### src/rtl/seq_detect_param.sv
`default_nettype none
// ============================================================================
//  Module      : seq_detect_param
//  Description : Parametrised serial bit-pattern detector. Shifts accepted
//                bits of w into a history register and pulses z for one
//                cycle whenever the last N accepted bits equal the active
//                pattern. Supports overlapping / non-overlapping detection,
//                a sample-enable qualifier, runtime pattern reload and a
//                saturating match counter.
//  Revision    : 1.0 - initial release
// ============================================================================
module seq_detect_param #(
  parameter int             N       = 4,
  parameter logic [N-1:0]   PATTERN = 4'b1011,
  parameter int             COUNT_W = 8
) (
  input  logic               Clk,
  input  logic               Rst,
  input  logic               En,
  input  logic               w,
  input  logic               Ovl,
  input  logic               LoadPat,
  input  logic [N-1:0]       PatIn,
  output logic               z,
  output logic [COUNT_W-1:0] Count
);

  // Fill counter only needs to reach N, so it is sized for 0..N.
  localparam int                FILL_W    = $clog2(N + 1);
  localparam logic [FILL_W-1:0] FILL_FULL = FILL_W'(N);
  localparam logic [FILL_W-1:0] FILL_ONE  = FILL_W'(1);

  // Registered state
  logic [N-1:0]       pat_q;
  logic [N-1:0]       hist_q;
  logic [FILL_W-1:0]  fill_q;
  logic               z_q;
  logic [COUNT_W-1:0] count_q;

  // Next-state values
  logic [N-1:0]       pat_d;
  logic [N-1:0]       hist_d;
  logic [FILL_W-1:0]  fill_d;
  logic               z_d;
  logic [COUNT_W-1:0] count_d;

  // Datapath helpers for an accepted sample
  logic [N-1:0]       hist_shift;
  logic [FILL_W-1:0]  fill_inc;
  logic               match;
  logic               count_full;

  // Shifted history, saturating fill and the match decision for this edge.
  always_comb begin
    hist_shift = {hist_q[N-2:0], w};
    fill_inc   = (fill_q == FILL_FULL) ? FILL_FULL : (fill_q + FILL_ONE);
    // Compare only against the committed pattern, never against PatIn.
    match      = (fill_inc == FILL_FULL) && (hist_shift == pat_q);
    count_full = &count_q;
  end

  // Next-state selection: LoadPat outranks a sample, a sample outranks idle.
  always_comb begin
    pat_d   = pat_q;
    hist_d  = hist_q;
    fill_d  = fill_q;
    z_d     = 1'b0;
    count_d = count_q;

    if (LoadPat) begin
      // New pattern: discard partial history and restart the count.
      pat_d   = PatIn;
      hist_d  = '0;
      fill_d  = '0;
      count_d = '0;
    end else if (En) begin
      hist_d = hist_shift;
      if (match) begin
        z_d = 1'b1;
        if (!count_full) begin
          count_d = count_q + COUNT_W'(1);
        end
        // Overlap keeps the shared suffix valid; otherwise need N fresh bits.
        fill_d = Ovl ? FILL_FULL : '0;
      end else begin
        fill_d = fill_inc;
      end
    end
    // Idle: everything holds except z, which drops so a pulse never stretches.
  end

  // State register with synchronous active-high reset.
  always_ff @(posedge Clk) begin
    if (Rst) begin
      pat_q   <= PATTERN;
      hist_q  <= '0;
      fill_q  <= '0;
      z_q     <= 1'b0;
      count_q <= '0;
    end else begin
      pat_q   <= pat_d;
      hist_q  <= hist_d;
      fill_q  <= fill_d;
      z_q     <= z_d;
      count_q <= count_d;
    end
  end

  assign z     = z_q;
  assign Count = count_q;

endmodule
`default_nettype wire

### config.mk
export PLATFORM = sky130hd
export DESIGN_NAME = seq_detect_param
export DESIGN_NICKNAME = d
export VERILOG_FILES = /design/src/rtl/seq_detect_param.sv
export SDC_FILE = /design/constraint.sdc
export NUM_CORES = 1
export LEC_CHECK = 0
export CAP_MARGIN = 10
export CORE_MARGIN = 10
export CORE_UTILIZATION = 52
export CTS_CLUSTER_DIAMETER = 30
export CTS_CLUSTER_SIZE = 10
export DETAILED_ROUTE_END_ITERATION = 6
export PLACE_DENSITY = 0.81
export SETUP_SLACK_MARGIN = 0.3
export SKIP_LAST_GASP = 1
export SLEW_MARGIN = 20
export SYNTH_ARGS = -nofsm -noshare
export SYNTH_HDL_FRONTEND = slang
export SYNTH_SLANG_ARGS = --single-unit
export TNS_END_PERCENT = 100
### constraint.sdc
create_clock -name Clk -period 4 [get_ports Clk]
set_input_delay 0.6 -clock Clk [delete_from_list [all_inputs] [get_ports Clk]]
set_output_delay 0.6 -clock Clk [all_outputs]
set_load 0.01 [all_outputs]
==> impl_metrics.ini <==
[run_status]
status = finished clean

[clock_network]
cts_resized = 0
clk_latency_ns = 0.30
cts_buffer_depth = 2
h-tree-depth = 1
cts_made_buffers = 3
cts_hold_buf = 0
cts.sinks = 19
cts_setup_buffers = 0
cts_root_buffer = clkbuf_4
path_clk_slew_ns = 0.10
cts_tree = yes

[power]
p_comb_share_pct = 8.9
power.internal_mw = 0.248
peakVddDrop_mv = 0.223
p_sw_share_pct = 23.4
seqPwrFrac_pct = 60.5
leakage_nw = 0.428
p_switching_mw = 0.0758
p_per_area_nw_per_um2 = 294
pwr-share-clk_pct = 30.6

[grt]
grt_pass1_wl_mm = 3.26
antenna_found_initial = 0
grt_max_degree = 14
track_usage_pct = 11.5
first_global_vias = 742
gr-total-overflow = 0

[cells_and_area]
area_growth_pct = 22.2
n_antenna_cell = 0
fin_nets = 131
drive_above_1_share_pct = 4.27

[sta]
worst_slew_pin_slew_ns = 0.417
fin_worst_skew_ns = 0.00126
slew_headroom_pct = 72.2
finalSetupTns_ns = 0
worst_slack_ns = 1.49
finalCritPeriodShare_pct = 62.6
hold_violations = 0
rsz0062_at_grt = false
fmax_mhz = 399
finalCriticalPeriod_ns = 2.51
setup_viol = 0
final_max_slew_viol_count = 0

[critical_path]
required_ns = 4.24
r2r_cells = 7
crit_fanout = 13
end_kind = flop
crit-reg2reg-launch = fill_q[0]
cp_data_arrival_time_ns = 2.74
cp-start-kind = input pin
ff2ff_setup_slack_ns = 1.60
rr_endpoint = Count[5]
path_class = in2reg

[floorplan]
die_area_sq_um = 3800
ios = 19
fp-row-count = 14
core_area_sq_um = 1580
start_util_pct = 57.2
die_w_microns = 61.7
die_h_microns = 61.7

[logic_synthesis]
synthesis.area_sq_um = 902
synth_edf_count = 0
netlist_instances = 99
ys_warn_count = 0
synth_compound_area_share_pct = 13.7
synth_fp_nets = 112
yosysSeqAreaShare_pct = 42.2
synth-seq-cells = 19
synthSimpleGateAreaFrac_pct = 23.4
synth_xor_area_share_pct = 4.85
synth_fa_ha_area_share_pct = 4.16
synthMuxAreaShare_pct = 6.66
synth_top_family_by_area = simple AND/OR/NAND/NOR gates
avgSynthCellArea_sq_um = 9.11
synthArstFlopShare_pct = 0
yosys.cell_types.count = 33
ys_dominant_reg_cell = dfxtp_1

[route]
wl_per_cell_microns = 14.4
ant_nets = 0
wl_met3_microns = 81
drc = 0
num_vias = 740
highest_layer = met4
met1_length_microns = 883
drtIter0Drc = 10
wl_met2_microns = 920
wl_mm = 1.91
via_per_inst = 5.56
drtPass1Iterations = 4

[hold_path]
holdPathStages = 2
hold_path_end = Count[5]
min_path_type = reg2reg
hp-start = Count[5]

[placed_design]
gp_routability_congestion = 0.742
dpl.hpwl_mm = 1.42
place_ws_ns = 1.19
io_buffers = 18

[flow_run]
drv_cap = 0
## synthesized netlist by cell type (2+ instances only)
cell	number	area share (%)
a211o_1	3	2.9
a21oi_1	7	3.9
and3_1	3	2.1
clkbuf_1	2	0.83
dfxtp_1	19	42
ha_1	3	4.2
inv_1	5	2.1
mux2i_1	6	6.7
nand2_1	4	1.7
nand3_1	3	1.7
nor2_1	10	4.2
nor2b_1	4	2.8
o21ai_1	4	2.2
or3_1	3	2.1
xor2_1	5	4.9
## state kept, by name (all words and copies together) (netlist names)
name and cells:
pat_q 4, hist_q 3, z 1, Count 8
fill_q 3
## per-stage QoR
step,hold slack [ns],std cells,instance area (sq um),utilization [%],total power [mW]
4_1_cts,0.505,133,1100,69.9,0.326
5_1_grt,0.540,133,1100,69.9,0.335
3_3_place_gp,0.475,129,1080,68.3,0.228
3_5_place_dp,0.490,129,1080,68.3,0.229
6_report,0.504,133,1100,69.9,0.324
2_1_floorplan,0.481,99,902,-,0.217
## metal layers
layer | GRT usage (%) | up-vias
li1 | - | 383
met1 | 12.8 | 336
met2 | 19.0 | 17
met3 | 3.70 | 4
met4 | 6.05 | 0
met5 | 0 | -
## worst max-delay path by stage
stage                   start        to  slack [ns]  cells after the start
floorplan           fill_q[0]  Count[4]        2.00                      8
global placement           En  Count[5]        1.30                      6
detailed placement         En  Count[5]        1.19                      6
CTS                        En  Count[5]        1.51                      6
global route               En  Count[5]        1.33                      6
finish                     En  Count[5]        1.49                      6
## cell usage in the layout, fill, tap and decap left out, types with 3 or more instances in the layout
cell type and n:
nand2_1 4, a211o_1 3, a21oi_1 7, ha_1 3, xor2_1 5, mux2i_1 6
or3_1 3, dfxtp_1 19, clkdlybuf4s50_1 18, nand3_1 3, nor2_1 10, and3_1 3
nor2b_1 4, o21ai_1 4, clkbuf_4 3, inv_1 5
## final cells by class
type | instances | area (sq um)
multi-input combinational | 71 | 477
fill | 130 | 474
sequential | 19 | 380
timing repair buffer | 18 | 180
clock buffer | 4 | 26.3
tap | 16 | 20.0
inverter | 5 | 18.8
## power by group through the flow
stage          clock (mW)  sequential [mW]  combinational (mW)
2_1_floorplan           0            0.199              0.0176
3_3_place_gp            0            0.200              0.0280
3_5_place_dp            0            0.200              0.0288
4_1_cts             0.102            0.196              0.0290
5_1_grt             0.107            0.196              0.0317
6_report           0.0990            0.196              0.0289
## worst max-delay path, stage by stage
cell,delay [ns]
clkdlybuf4s50_1,0.67
o21ai_0,0.16
a31oi_1,0.27
nand4_2,0.33
or4_1,0.56
a21oi_1,0.14
## kinds of logic (layout without fill, tap and decap cells)
family	count (synthesis)	count (layout)
muxes	6	6
adders and majority gates	3	3
and+or+nand+nor	37	37
buffers and inverters	9	27
DFF	19	19
xor gates and xnor gates	5	5
AOI/OAI and AO/OA	20	20
Note: power is estimated with default switching activity, not from simulation.
